File: config.mk
export PLATFORM = sky130hd
export DESIGN_NAME = mux10_rr_sched
export DESIGN_NICKNAME = d
export VERILOG_FILES = /design/src/rtl/mux10_rr_sched.sv
export SDC_FILE = /design/constraint.sdc
export NUM_CORES = 1
export LEC_CHECK = 0
export CAP_MARGIN = 20
export CORE_MARGIN = 2
export CORE_UTILIZATION = 25
export DETAILED_ROUTE_END_ITERATION = 7
export PLACE_DENSITY = 0.48
export RECOVER_POWER = 25
export SETUP_SLACK_MARGIN = 0.1
export SLEW_MARGIN = 20
export SYNTH_ARGS = -nofsm -noshare
export SYNTH_HDL_FRONTEND = slang
export SYNTH_SLANG_ARGS = --single-unit
export TNS_END_PERCENT = 50
File: constraint.sdc
create_clock -name clk -period 9.9 [get_ports clk]
set_input_delay 1.98 -clock clk [delete_from_list [all_inputs] [get_ports clk]]
set_output_delay 1.98 -clock clk [all_outputs]
set_load 0.005 [all_outputs]
File: src/rtl/mux10_rr_sched.sv
// Round-robin owner selection for a 10:1 mux: registered sel/gnt, 1-cycle req-to-grant latency, no backpressure.
// Define RR_TIMEOUT_EN to revoke an owner after MAX_HOLD cycles when another requester is waiting.
module mux10_rr_sched #(
   parameter int unsigned MAX_HOLD = 8
) (
   input  logic       clk,
   input  logic       rst_n,
   input  logic [9:0] req,
   output logic [3:0] sel,
   output logic [9:0] gnt,
   output logic       busy,
   output logic       expire
);

   typedef enum logic {IDLE, GRANT} state_t;

`ifdef RR_TIMEOUT_EN
   localparam bit TIMEOUT_EN = 1'b1;
`else
   localparam bit TIMEOUT_EN = 1'b0;
`endif
   localparam logic [7:0] HOLD_LAST = 8'(MAX_HOLD - 1);

   state_t     state_q, state_d;
   logic [3:0] sel_q, sel_d;
   logic [3:0] ptr_q, ptr_d;
   logic [9:0] gnt_q, gnt_d;
   logic [7:0] hold_q, hold_d;
   logic       busy_q, busy_d;
   logic       expire_q, expire_d;

   logic [9:0] others;
   logic [3:0] after_owner;
   logic [4:0] pick_idle, pick_next;
   logic       timeout_hit;

   // Returns {found, index} of the first set bit scanning start..9 then 0..start-1.
   function automatic logic [4:0] rr_pick(input logic [9:0] r, input logic [3:0] start);
      logic [4:0] res;
      logic [4:0] idx;
      res = '0;
      for (int off = 9; off >= 0; off--) begin
         idx = {1'b0, start} + 5'(off);
         if (idx >= 5'd10) idx = idx - 5'd10;
         if (r[idx[3:0]]) res = {1'b1, idx[3:0]};
      end
      return res;
   endfunction

   always_comb begin
      state_d     = state_q;
      sel_d       = sel_q;
      gnt_d       = gnt_q;
      ptr_d       = ptr_q;
      hold_d      = hold_q;
      expire_d    = 1'b0;
      others      = req & ~(10'(1) << sel_q);
      after_owner = (sel_q == 4'd9) ? 4'd0 : sel_q + 4'd1;
      pick_idle   = rr_pick(req, ptr_q);
      pick_next   = rr_pick(others, after_owner);
      timeout_hit = TIMEOUT_EN && (hold_q == HOLD_LAST);

      case (state_q)
         IDLE: begin
            if (pick_idle[4]) begin
               state_d = GRANT;
               sel_d   = pick_idle[3:0];
               gnt_d   = 10'(1) << pick_idle[3:0];
               ptr_d   = (pick_idle[3:0] == 4'd9) ? 4'd0 : pick_idle[3:0] + 4'd1;
               hold_d  = '0;
            end
         end
         GRANT: begin
            if (!req[sel_q] || (timeout_hit && pick_next[4])) begin
               if (pick_next[4]) begin
                  sel_d    = pick_next[3:0];
                  gnt_d    = 10'(1) << pick_next[3:0];
                  ptr_d    = (pick_next[3:0] == 4'd9) ? 4'd0 : pick_next[3:0] + 4'd1;
                  hold_d   = '0;
                  expire_d = req[sel_q];
               end else begin
                  state_d = IDLE;
                  gnt_d   = '0;
                  hold_d  = '0;
               end
            end else if (timeout_hit) begin
               // Nobody else is waiting: keep the owner and start a fresh hold window.
               hold_d = '0;
            end else if (hold_q != 8'hFF) begin
               hold_d = hold_q + 8'd1;
            end
         end
         default: begin
            state_d = IDLE;
            gnt_d   = '0;
         end
      endcase

      busy_d = |gnt_d;
   end

   always_ff @(posedge clk or negedge rst_n) begin
      if (!rst_n) begin
         state_q  <= IDLE;
         sel_q    <= '0;
         ptr_q    <= '0;
         gnt_q    <= '0;
         hold_q   <= '0;
         busy_q   <= 1'b0;
         expire_q <= 1'b0;
      end else begin
         state_q  <= state_d;
         sel_q    <= sel_d;
         ptr_q    <= ptr_d;
         gnt_q    <= gnt_d;
         hold_q   <= hold_d;
         busy_q   <= busy_d;
         expire_q <= expire_d;
      end
   end

   assign sel    = sel_q;
   assign gnt    = gnt_q;
   assign busy   = busy_q;
   assign expire = expire_q;

endmodule

==> metrics.log <==
INFO  metric firstDrtPassIters = 5
INFO  metric worstPathArrival = 6.82 ns
INFO  metric syn_inst = 1096
INFO  metric postRouteWirelength = 29200 um
INFO  metric groute.layer.met3.usage = 1.08%
INFO  metric whs = 0.565 ns
INFO  metric finalHoldViolations = 0
INFO  metric avgViaCountPerCell = 5.86
INFO  metric grt.met2_usage = 30.0%
INFO  metric crit_path_top_delay_cell = dfrtp_1
INFO  metric clockRootBuffer = clkbuf_16
INFO  metric place_inst = 1464
INFO  metric tritoncts_num_sinks = 20
INFO  metric synth_area_leader_cell = ha_1
INFO  metric cts.path.max_buffers = 2
INFO  metric synth_warnings = 0
INFO  metric antenna_cells = 0
INFO  metric finalCritPeriodShare = 67.6%
INFO  metric synthToLayoutAreaGrowth = 7.13%
INFO  metric io_pins = 28
INFO  metric non_filler_cells_final = 1468
INFO  metric synth-edff-count = 0
INFO  metric clock-skew-final = 0.00371 ns
INFO  metric worstSetupEndpointType = flop
INFO  metric multiInputGateArea = 6880 um2
INFO  metric route.vias.total = 8601
INFO  metric async_flop_share = 100%
INFO  metric antenna_left = 0
INFO  metric grt_setup_unrepaired = false
INFO  metric clock_latency = 0.25 ns
INFO  metric globalRoute.totalOverflow = 0
INFO  metric port-buffer-count = 26
INFO  metric grt_max_degree = 57
INFO  metric crit_type = reg2reg
INFO  metric layout_commonest_cell = nand2_1
INFO  metric grt.busiest_layer = met2
INFO  metric max-cap-violations = 0
INFO  metric cts_hold_repair.buffers = 0
INFO  metric dominantRegCellSynth = dfrtp_1
INFO  metric cpLargestDelayFamily = simple AND/OR/NAND/NOR gates
INFO  metric synth.distinct_cells = 120
INFO  metric layout_min_cycle_time = 6.69 ns
INFO  metric placed_wire_length_estimate = 22200 um
INFO  metric seq_area_frac_synth = 6.30%
INFO  metric register_area = 503 um2
INFO  metric post_synth_instance_area = 7940 um2
INFO  metric synthesis.nets = 1155
INFO  metric fmax = 150 MHz
INFO  metric status = complete, no violations
INFO  metric max_stage_delay = 0.92 ns
INFO  metric h-tree-depth = 1
INFO  metric routed_wire_length_per_instance = 19.9 um
INFO  metric cts-buffers-inserted = 3
INFO  metric required_worst_endpoint = 10.03 ns
INFO  metric critical_path_s_most_frequent_cell = nor2_1
INFO  metric die_width = 182 um
INFO  metric cp_num_buf_inv = 2
INFO  metric startpoint_type_of_the_worst_setup_path = flop
INFO  metric class_of_the_tightest_hold_or_removal_check = reg2reg
INFO  metric fp.coreArea = 31400 um2
INFO  metric most-common-layout-cells = nand2_1 (98), nor2_1 (78), a21oi_1 (67), nand3_1 (47), o21ai_0 (47)
INFO  metric maxSlewViolCount = 0
INFO  metric fill_cells = 3473
INFO  metric first_global_vias = 8099
INFO  metric drive_gt1_share = 9.10%
INFO  metric cts_resized = 0
INFO  metric synth_top_area_share = 7.09%
INFO  metric drt_first_iter_violations = 700
INFO  metric finalSetupTns = 0 ns
INFO  metric clk_transition_reported_paths = 0.06 ns
INFO  metric timing.critical_path.fanout_max = 23
INFO  metric grt_antenna_before_repair = 0
INFO  metric height_of_the_die = 182 um
INFO  metric grt_first_pass_wirelength = 46400 um
INFO  metric ys_ff_latch = 20
INFO  metric worst_pin_slew = 1.15 ns
INFO  metric cts_tree = yes
INFO  metric gp_routability_congestion = 0.918
INFO  metric placementRows = 65
INFO  metric worstPathCellList = inv_1 > ha_1 > nor2_1 > buf_4 > ha_1 > xor2_1 > nor2_1 > o31ai_1 > mux2i_1 > nor2_1 > a211o_1 > or4_4 > nor4_4 > and4b_4 > and3_4 > o21ai_2 > o2111ai_1 > nand3b_1
INFO  metric start_util = 25.3%
INFO  metric worst_slew_margin_rel = 23.6%
INFO  metric report.final.setup_viol = 0
INFO  metric number_of_nets_in_the_finished_design = 1126
INFO  metric grt_util_met1 = 22.8%
INFO  metric postCtsSetupBuffers = 0
INFO  metric fp.dieArea = 33200 um2
INFO  metric netlist_top_cells_area = ha_1 (7.1%), dfrtp_1 (6.3%), mux2i_1 (4.8%)
INFO  metric grt_use_total = 17.1%
INFO  metric drt_drc_violations_left = 0
INFO  metric avgSynthCellArea = 7.25 um2
## cell type report
cell class	count	area share [%]
Clock buffer	4	1.04
Sequential cell	20	5.91
Inverter	52	2.29
Tap cell	402	5.91
Multi-Input combinational cell	952	80.8
Timing Repair Buffer	38	4.04
## sequential cells by signal, indices dropped and copies added, names as in the netlist
name     count
busy         1
state_q      1
gnt         10
ptr_q        4
sel          4
## Yosys cell counts (all sizes together), types with 16 or more instances
cell     n
xnor2   20
buf     37
ha      45
nor2    78
a211oi  18
inv     50
nor3    26
nand3   47
nand2   98
nand2b  28
dfrtp   20
a21oi   69
nor2b   25
a211o   16
o21ai   65
and2    18
mux2i   38
clkbuf  35
a21o    18
## kinds of logic after synthesis
family | share of synthesized area (%)
simple gates | 30.8
compound gates | 34.9
buf+inv | 7.23
mux | 10.1
fa+ha+maj | 7.73
xor+xnor | 2.95
flops | 6.30
other cells | 0.0472
## worst min-delay path, delay by kind of cell, from the launching register on
family,cells,cell delay [ns]
DFF,1,0.39
AOI/OAI and AO/OA,1,0.06
and+or+nand+nor,1,0.06
## routing by layer
metal,wire length (um),up-vias
li1,-,4128
met1,13100,4166
met2,14200,249
met3,1180,58
met4,741,0
met5,0,-
## worst paths after layout
path                            startpoint     end  slack (ns)  cells past startpoint
worst min register to register      gnt[9]  gnt[9]        0.56                      2
worst max-delay path                sel[2]    busy        3.21                     18
worst max register to register      sel[2]    busy        3.21                     18
min in group asynchronous            rst_n  gnt[6]        1.93                      1
max in group asynchronous            rst_n  sel[0]        7.20                      1
worst min-delay path                gnt[9]  gnt[9]        0.56                      2
## stage by stage
stage / worst slack (ns) / instance area [um2] / util (%)
after CTS: 3.27 / 8510 / 27.1
after detailed placement: 3.28 / 8420 / 26.8
final: 3.21 / 8510 / 27.1
after global routing: 2.66 / 8510 / 27.1
after floorplan: 4.02 / 7940 / -
after global placement: 3.42 / 8420 / 26.8
Power is not shown: default switching activity piles up to over one toggle a cycle in this logic, so the estimate is an artifact.
